`config.mk`:
```
export PLATFORM = sky130hd
export DESIGN_NAME = bram_stream_reader
export DESIGN_NICKNAME = d
export VERILOG_FILES = /design/src/rtl/npu_pkg.sv /design/src/rtl/skid_fifo2.sv /design/src/rtl/bram_stream_reader.sv
export SDC_FILE = /design/constraint.sdc
export NUM_CORES = 1
export LEC_CHECK = 0
export ABC_AREA = 1
export BUFFER_PORTS_ARGS = -buffer_cell sky130_fd_sc_hd__buf_2
export CELL_PAD_IN_SITES_DETAIL_PLACEMENT = 1
export CELL_PAD_IN_SITES_GLOBAL_PLACEMENT = 1
export CORE_ASPECT_RATIO = 1.1
export CORE_UTILIZATION = 38
export DETAILED_ROUTE_END_ITERATION = 8
export GPL_TIMING_DRIVEN = 0
export PLACE_DENSITY = 0.8
export SETUP_SLACK_MARGIN = 0.5
export SLEW_MARGIN = 0
export SYNTH_ARGS = -nofsm -noshare
export SYNTH_HDL_FRONTEND = slang
export SYNTH_SLANG_ARGS = --single-unit
```
`constraint.sdc`:
```
create_clock -name i_clk -period 1.95 [get_ports i_clk]
set_input_delay 0.2925 -clock i_clk [delete_from_list [all_inputs] [get_ports i_clk]]
set_output_delay 0.2925 -clock i_clk [all_outputs]
set_load 0.02 [all_outputs]
```
`src/rtl/npu_pkg.sv`:
```
// rtl/npu_pkg.sv - shared NPU constants and BRAM reader state encoding
package npu_pkg;

    localparam int BRAM_ADDR_WIDTH = 10;
    localparam int WEIGHT_WIDTH    = 8;
    localparam int BRAM_DEPTH      = 784;

    typedef enum logic [1:0] {
        IDLE,
        RUN,
        FLUSH
    } reader_state_e;

endpackage

```
`src/rtl/skid_fifo2.sv`:
```
// rtl/skid_fifo2.sv - 2-entry valid/ready buffer; head register keeps its data after it drains
module skid_fifo2 #(
    parameter int WIDTH = 9
) (
    input  logic             clk_i,
    input  logic             rst_i,
    input  logic [WIDTH-1:0] in_data_i,
    input  logic             in_valid_i,
    output logic [WIDTH-1:0] out_data_o,
    output logic             out_valid_o,
    input  logic             out_ready_i,
    output logic [1:0]       count_o
);

    logic [WIDTH-1:0] head_q, head_d, skid_q, skid_d;
    logic             head_valid_q, head_valid_d, skid_valid_q, skid_valid_d;
    logic             pop;

    // Writer is credit-limited to the free space, so no in_ready is needed.
    always_comb begin
        head_d       = head_q;
        head_valid_d = head_valid_q;
        skid_d       = skid_q;
        skid_valid_d = skid_valid_q;
        pop          = head_valid_q && out_ready_i;
        if (!head_valid_q || pop) begin
            if (skid_valid_q) begin
                head_d       = skid_q;
                head_valid_d = 1'b1;
                skid_valid_d = in_valid_i;
                if (in_valid_i) begin
                    skid_d = in_data_i;
                end
            end else if (in_valid_i) begin
                head_d       = in_data_i;
                head_valid_d = 1'b1;
            end else begin
                head_valid_d = 1'b0;
            end
        end else if (in_valid_i) begin
            skid_d       = in_data_i;
            skid_valid_d = 1'b1;
        end
    end

    always_ff @(posedge clk_i or posedge rst_i) begin
        if (rst_i) begin
            head_q       <= '0;
            head_valid_q <= 1'b0;
            skid_q       <= '0;
            skid_valid_q <= 1'b0;
        end else begin
            head_q       <= head_d;
            head_valid_q <= head_valid_d;
            skid_q       <= skid_d;
            skid_valid_q <= skid_valid_d;
        end
    end

    assign out_data_o  = head_q;
    assign out_valid_o = head_valid_q;
    assign count_o     = {1'b0, head_valid_q} + {1'b0, skid_valid_q};

endmodule

```
`src/rtl/bram_stream_reader.sv`:
```
// rtl/bram_stream_reader.sv - sweeps a BRAM address window and streams the words out with last/done
// BRAM_SYNC_READ_EN: registered-read BRAM, one read in flight plus a skid_fifo2 in front of o_data.
module bram_stream_reader
    import npu_pkg::*;
(
    input  logic                       i_clk,
    input  logic                       i_rst,
    input  logic                       i_start,
    input  logic [BRAM_ADDR_WIDTH-1:0] i_base_addr,
    input  logic [BRAM_ADDR_WIDTH-1:0] i_len,
    output logic [BRAM_ADDR_WIDTH-1:0] o_rd_addr,
    input  logic [WEIGHT_WIDTH-1:0]    i_rd_data,
    output logic [WEIGHT_WIDTH-1:0]    o_data,
    output logic                       o_valid,
    input  logic                       i_ready,
    output logic                       o_last,
    output logic                       o_busy,
    output logic                       o_done,
    output logic                       o_err
);

    localparam logic [BRAM_ADDR_WIDTH-1:0] ADDR_ONE    = 1;
    localparam logic [BRAM_ADDR_WIDTH:0]   DEPTH_LIMIT = (BRAM_ADDR_WIDTH + 1)'(BRAM_DEPTH);

    reader_state_e               state_q, state_d;
    logic [BRAM_ADDR_WIDTH-1:0]  base_q, base_d, len_q, len_d, idx_q, idx_d;
    logic [BRAM_ADDR_WIDTH-1:0]  rd_addr_q, rd_addr_d;
    logic                        busy_q, busy_d, done_q, done_d, err_q, err_d;
    logic [BRAM_ADDR_WIDTH:0]    end_addr;
    logic                        issue, is_last_req, beat_accept;

`ifdef BRAM_SYNC_READ_EN
    logic                        inflight_q, inflight_d, inflight_last_q, inflight_last_d;
    logic [1:0]                  fifo_count, occupancy;
    logic [WEIGHT_WIDTH:0]       fifo_data;
    logic                        fifo_valid;

    skid_fifo2 #(.WIDTH(WEIGHT_WIDTH + 1)) u_skid (
        .clk_i       (i_clk),
        .rst_i       (i_rst),
        .in_data_i   ({inflight_last_q, i_rd_data}),
        .in_valid_i  (inflight_q),
        .out_data_o  (fifo_data),
        .out_valid_o (fifo_valid),
        .out_ready_i (i_ready),
        .count_o     (fifo_count)
    );

    assign {o_last, o_data} = fifo_data;
    assign o_valid          = fifo_valid;
    // Credit counts the slot freed by this cycle's pop so steady state stays at 1 beat/cycle.
    assign occupancy        = {1'b0, inflight_q} + fifo_count - {1'b0, beat_accept};
`else
    logic [WEIGHT_WIDTH-1:0]     data_q, data_d;
    logic                        valid_q, valid_d, last_q, last_d;

    assign o_data  = data_q;
    assign o_valid = valid_q;
    assign o_last  = last_q;
`endif

    assign end_addr    = {1'b0, i_base_addr} + {1'b0, i_len};
    assign is_last_req = (idx_q == len_q - ADDR_ONE);
    assign beat_accept = o_valid && i_ready;

    always_comb begin
        state_d   = state_q;
        base_d    = base_q;
        len_d     = len_q;
        idx_d     = idx_q;
        rd_addr_d = rd_addr_q;
        busy_d    = busy_q;
        done_d    = 1'b0;
        err_d     = 1'b0;
        issue     = 1'b0;
`ifdef BRAM_SYNC_READ_EN
        inflight_d      = 1'b0;
        inflight_last_d = inflight_last_q;
`else
        data_d  = data_q;
        valid_d = valid_q;
        last_d  = last_q;
`endif
        case (state_q)
            IDLE: begin
                if (i_start) begin
                    if (i_len == '0) begin
                        done_d = 1'b1;
                    end else if (end_addr > DEPTH_LIMIT) begin
                        err_d = 1'b1;
                    end else begin
                        base_d    = i_base_addr;
                        len_d     = i_len;
                        idx_d     = '0;
                        rd_addr_d = i_base_addr;
                        busy_d    = 1'b1;
                        state_d   = RUN;
                    end
                end
            end
            RUN: begin
`ifdef BRAM_SYNC_READ_EN
                issue = (occupancy < 2'd2) && (idx_q < len_q);
`else
                issue = (!valid_q || i_ready) && (idx_q < len_q);
`endif
                if (issue) begin
                    idx_d = idx_q + ADDR_ONE;
`ifdef BRAM_SYNC_READ_EN
                    inflight_d      = 1'b1;
                    inflight_last_d = is_last_req;
`else
                    data_d  = i_rd_data;
                    valid_d = 1'b1;
                    last_d  = is_last_req;
`endif
                    // Address stays on the final word so it never leaves the valid BRAM range.
                    if (is_last_req) begin
                        state_d = FLUSH;
                    end else begin
                        rd_addr_d = base_q + idx_q + ADDR_ONE;
                    end
                end
`ifndef BRAM_SYNC_READ_EN
                else if (beat_accept) begin
                    valid_d = 1'b0;
                end
`endif
            end
            FLUSH: begin
                if (beat_accept && o_last) begin
`ifndef BRAM_SYNC_READ_EN
                    valid_d = 1'b0;
`endif
                    busy_d  = 1'b0;
                    done_d  = 1'b1;
                    state_d = IDLE;
                end
            end
            default: state_d = IDLE;
        endcase
    end

    always_ff @(posedge i_clk or posedge i_rst) begin
        if (i_rst) begin
            state_q   <= IDLE;
            base_q    <= '0;
            len_q     <= '0;
            idx_q     <= '0;
            rd_addr_q <= '0;
            busy_q    <= 1'b0;
            done_q    <= 1'b0;
            err_q     <= 1'b0;
`ifdef BRAM_SYNC_READ_EN
            inflight_q      <= 1'b0;
            inflight_last_q <= 1'b0;
`else
            data_q  <= '0;
            valid_q <= 1'b0;
            last_q  <= 1'b0;
`endif
        end else begin
            state_q   <= state_d;
            base_q    <= base_d;
            len_q     <= len_d;
            idx_q     <= idx_d;
            rd_addr_q <= rd_addr_d;
            busy_q    <= busy_d;
            done_q    <= done_d;
            err_q     <= err_d;
`ifdef BRAM_SYNC_READ_EN
            inflight_q      <= inflight_d;
            inflight_last_q <= inflight_last_d;
`else
            data_q  <= data_d;
            valid_q <= valid_d;
            last_q  <= last_d;
`endif
        end
    end

    assign o_rd_addr = rd_addr_q;
    assign o_busy    = busy_q;
    assign o_done    = done_q;
    assign o_err     = err_q;

endmodule
```
==> impl_metrics.csv <==
group,metric,value,unit
outcome,outcome,"complete, but fails checks",
outcome,failed_checks,"negative setup slack",
clock_tree,cts_buffers,5,
synth,ys_types,45,
sta,slew_headroom,63.3,%
placed_design,place.port_buffers,54,
clock_tree,insertion_delay,0.30,ns
setup_path,criticalPathCategory,"reg2reg",
floorplanning,dieArea,11300,sq um
sta,fin_crit,2.36,ns
clock_tree,clock_sinks,55,
final_layout,num-nets-final,756,
placed_design,place_hpwl,9.65,mm
detailed_routing,wl_met2,10.5,mm
sta,drv_slew,0,
detailed_routing,wl_met3,1.38,mm
setup_path,cp.arrival,2.60,ns
placed_design,place_congestion,0.829,
synth,syn-num-nets,627,
setup_path,critPathLaunchType,"register",
floorplanning,placementRows,39,
sta,tightest_slew,0.545,ns
floorplanning,die_h,111,um
synth,seq_area_frac_synth,33.4,%
detailed_routing,drtIter0Drc,344,
detailed_routing,routedLengthMet1,7.09,mm
detailed_routing,highest_layer,"met4",
final_layout,num_antenna_cells,0,
clock_tree,clk_path_buf_depth,2,
power,ir_worst_vdd,0.835,mV
final_layout,multi_input_area,3110,sq um
power,p_leak,3.15,nW
floorplanning,die_w,101,um
synth,synth_area,4120,sq um
synth,yosys-top-cells-area,"dfrtp_1, nand2_1, ha_1, nand3_1, inv_1",
power,p_per_area,1630,nW/um^2
synth,synthFlopType,"dfrtp_1",
detailed_routing,drtPass1Iterations,5,
floorplanning,core,10500,sq um
final_layout,num-fill-cells,1233,
sta,max_freq,424,MHz
final_layout,synthToLayoutAreaGrowth,52.7,%
synth,yosys.area.top_type_share,33.4,%
detailed_routing,viasPerCell,5.89,
synth,yosysMostFrequentCell,"nand2_1",
synth,synth_top_cell_by_area,"dfrtp_1",
synth,synth-async-reset-ratio,100,%
synth,synth_seq_cells,55,
clock_tree,clock-root-buffer,"clkbuf_16",
floorplanning,io_pins,55,
final_layout,regArea,1390,sq um
final_layout,drive_gt1_share,46.1,%
sta,final-hold-violation-count,0,
clock_tree,tritoncts,"yes",
sta,rsz0062_at_grt,"true",
clock_tree,clk_pin_slew,0.08,ns
synth,yosys-top-cells-count,"nand2_1, inv_1, dfrtp_1, nand3_1, nor2_1",
detailed_routing,drtAntennaViolNets,0,
detailed_routing,drc,0,
grt,grt_usage,30.3,%
grt,grt_max_degree,56,
clock_tree,h-tree-depth,2,
synth,synth_edf_count,0,
sta,setup_viol,54,
sta,hold_slack,0.215,ns
sta,setup_ws,-0.408,ns
worst_hold_path,min_path_type,"in2reg",
floorplanning,start_util,39.3,%
synth,syn_inst,562,
grt,grt_pass1_vias,4922,
sta,timing.final.crit_share,121,%
detailed_routing,wirelength,20.8,mm
sta,fin_setup_tns,-10.36,ns
detailed_routing,num_vias,4916,
setup_path,cp.required,2.19,ns
sta,fin_skew,0.00827,ns
flow_run,drv_cap,0,
detailed_routing,routedWlPerCell,24.9,um
setup_path,crit_path_end_kind,"register",
grt,grt_pass1_wl,25.8,mm
setup_path,critPathMaxFanout,7,
grt,grt.overflow.total,0,
synth,postSynthAreaPerCell,7.34,sq um
grt,antenna_found_initial,0,
synth,yosys_warnings,0,
## cells in the final DEF (no fill, tap or decap), types with 12 or more instances in the layout
cell / instances
nand3_1: 38
inv_1: 46
nand2_1: 113
nor2_1: 29
buf_4: 35
a21oi_1: 14
dfrtp_2: 12
nand3_2: 18
nand2_2: 62
ha_1: 18
dfrtp_1: 43
buf_6: 12
nand2_4: 16
buf_2: 52
## worst paths after layout
kind / from / to / slack (ns) / cells after the start
hold reg to reg: o_data[0] / o_data[0] / 0.49 / 2
min in group asynchronous: i_rst / o_valid / 0.54 / 3
hold / removal: i_rd_data[1] / o_data[1] / 0.22 / 3
max in group asynchronous: i_rst / len_q[3] / 0.84 / 4
setup / recovery: idx_q[7] / o_rd_addr[9] / -0.41 / 11
setup reg to reg: idx_q[7] / o_rd_addr[9] / -0.41 / 11
## sequential cells by signal, indices dropped and copies added (netlist names), 2 cells and up
signal	flops
o_data	8
state_q	2
len_q	10
base_q	10
o_rd_addr	10
idx_q	10
## where the power goes
part | switching, mW | total [mW] | internal (mW)
clock | 0.462 | 0.941 | 0.479
combinational | 4.16 | 7.11 | 2.95
sequential | 0.575 | 2.19 | 1.62
## cell type report
type	instances	share of cell area (%)
repair buffers	118	16.9
multi-input cells	438	49.4
inverters	60	4.00
plain buffers	12	2.21
flip-flops and latches	55	22.1
well taps	143	2.84
clock inverters	3	0.298
clock buffers	5	1.99
repair inverters	1	0.258
## routing by layer
layer	vias to the layer above	GRT usage, %
met5	-	0
met4	0	15.7
met3	130	3.53
met2	281	53.5
met1	2415	35.2
li1	2090	-
## cells by family after synthesis
| group | Yosys count | share of synthesized area, % |
|---|---|---|
| AO/OA/AOI/OAI | 58 | 8.22 |
| XOR/XNOR | 21 | 4.80 |
| adder cells (fa/ha/maj) | 33 | 10.4 |
| buffers and inverters | 72 | 7.86 |
| flip-flops | 55 | 33.4 |
| AND/OR/NAND/NOR | 323 | 35.4 |
## worst max-delay path, stage by stage (launching register included)
cell and delay, ns:
dfrtp_2 0.45, buf_4 0.19, ha_2 0.44, nand2_1 0.16
nor2_1 0.28, nand3_1 0.13, nand4_1 0.14, or2_2 0.13
nand3_1 0.06, o21ai_0 0.12, nand3_2 0.11, nand2_2 0.07
## stage by stage
step / worst slack (ns) / utilization [%] / cells / area [sq um] / power [mW]
2_1_floorplan: -0.0380 / - / 562 / 4170 / 4.90
3_3_place_gp: -0.534 / 44.0 / 759 / 4620 / 5.82
5_1_grt: -0.621 / 60.0 / 835 / 6290 / 10.7
6_report: -0.408 / 60.0 / 835 / 6290 / 10.2
3_5_place_dp: -0.627 / 44.0 / 759 / 4620 / 6.02
4_1_cts: -0.109 / 53.5 / 816 / 5610 / 8.26
## timing repair
item	CTS	global route
setup endpoints to repair	54	55
pin swaps	26	38
hold buffers	0	1
buffers inserted	42	13
gates cloned	7	4
resized for setup	99	124
endpoints found under the hold margin	0	14
Note: power is estimated with default switching activity, not from simulation.
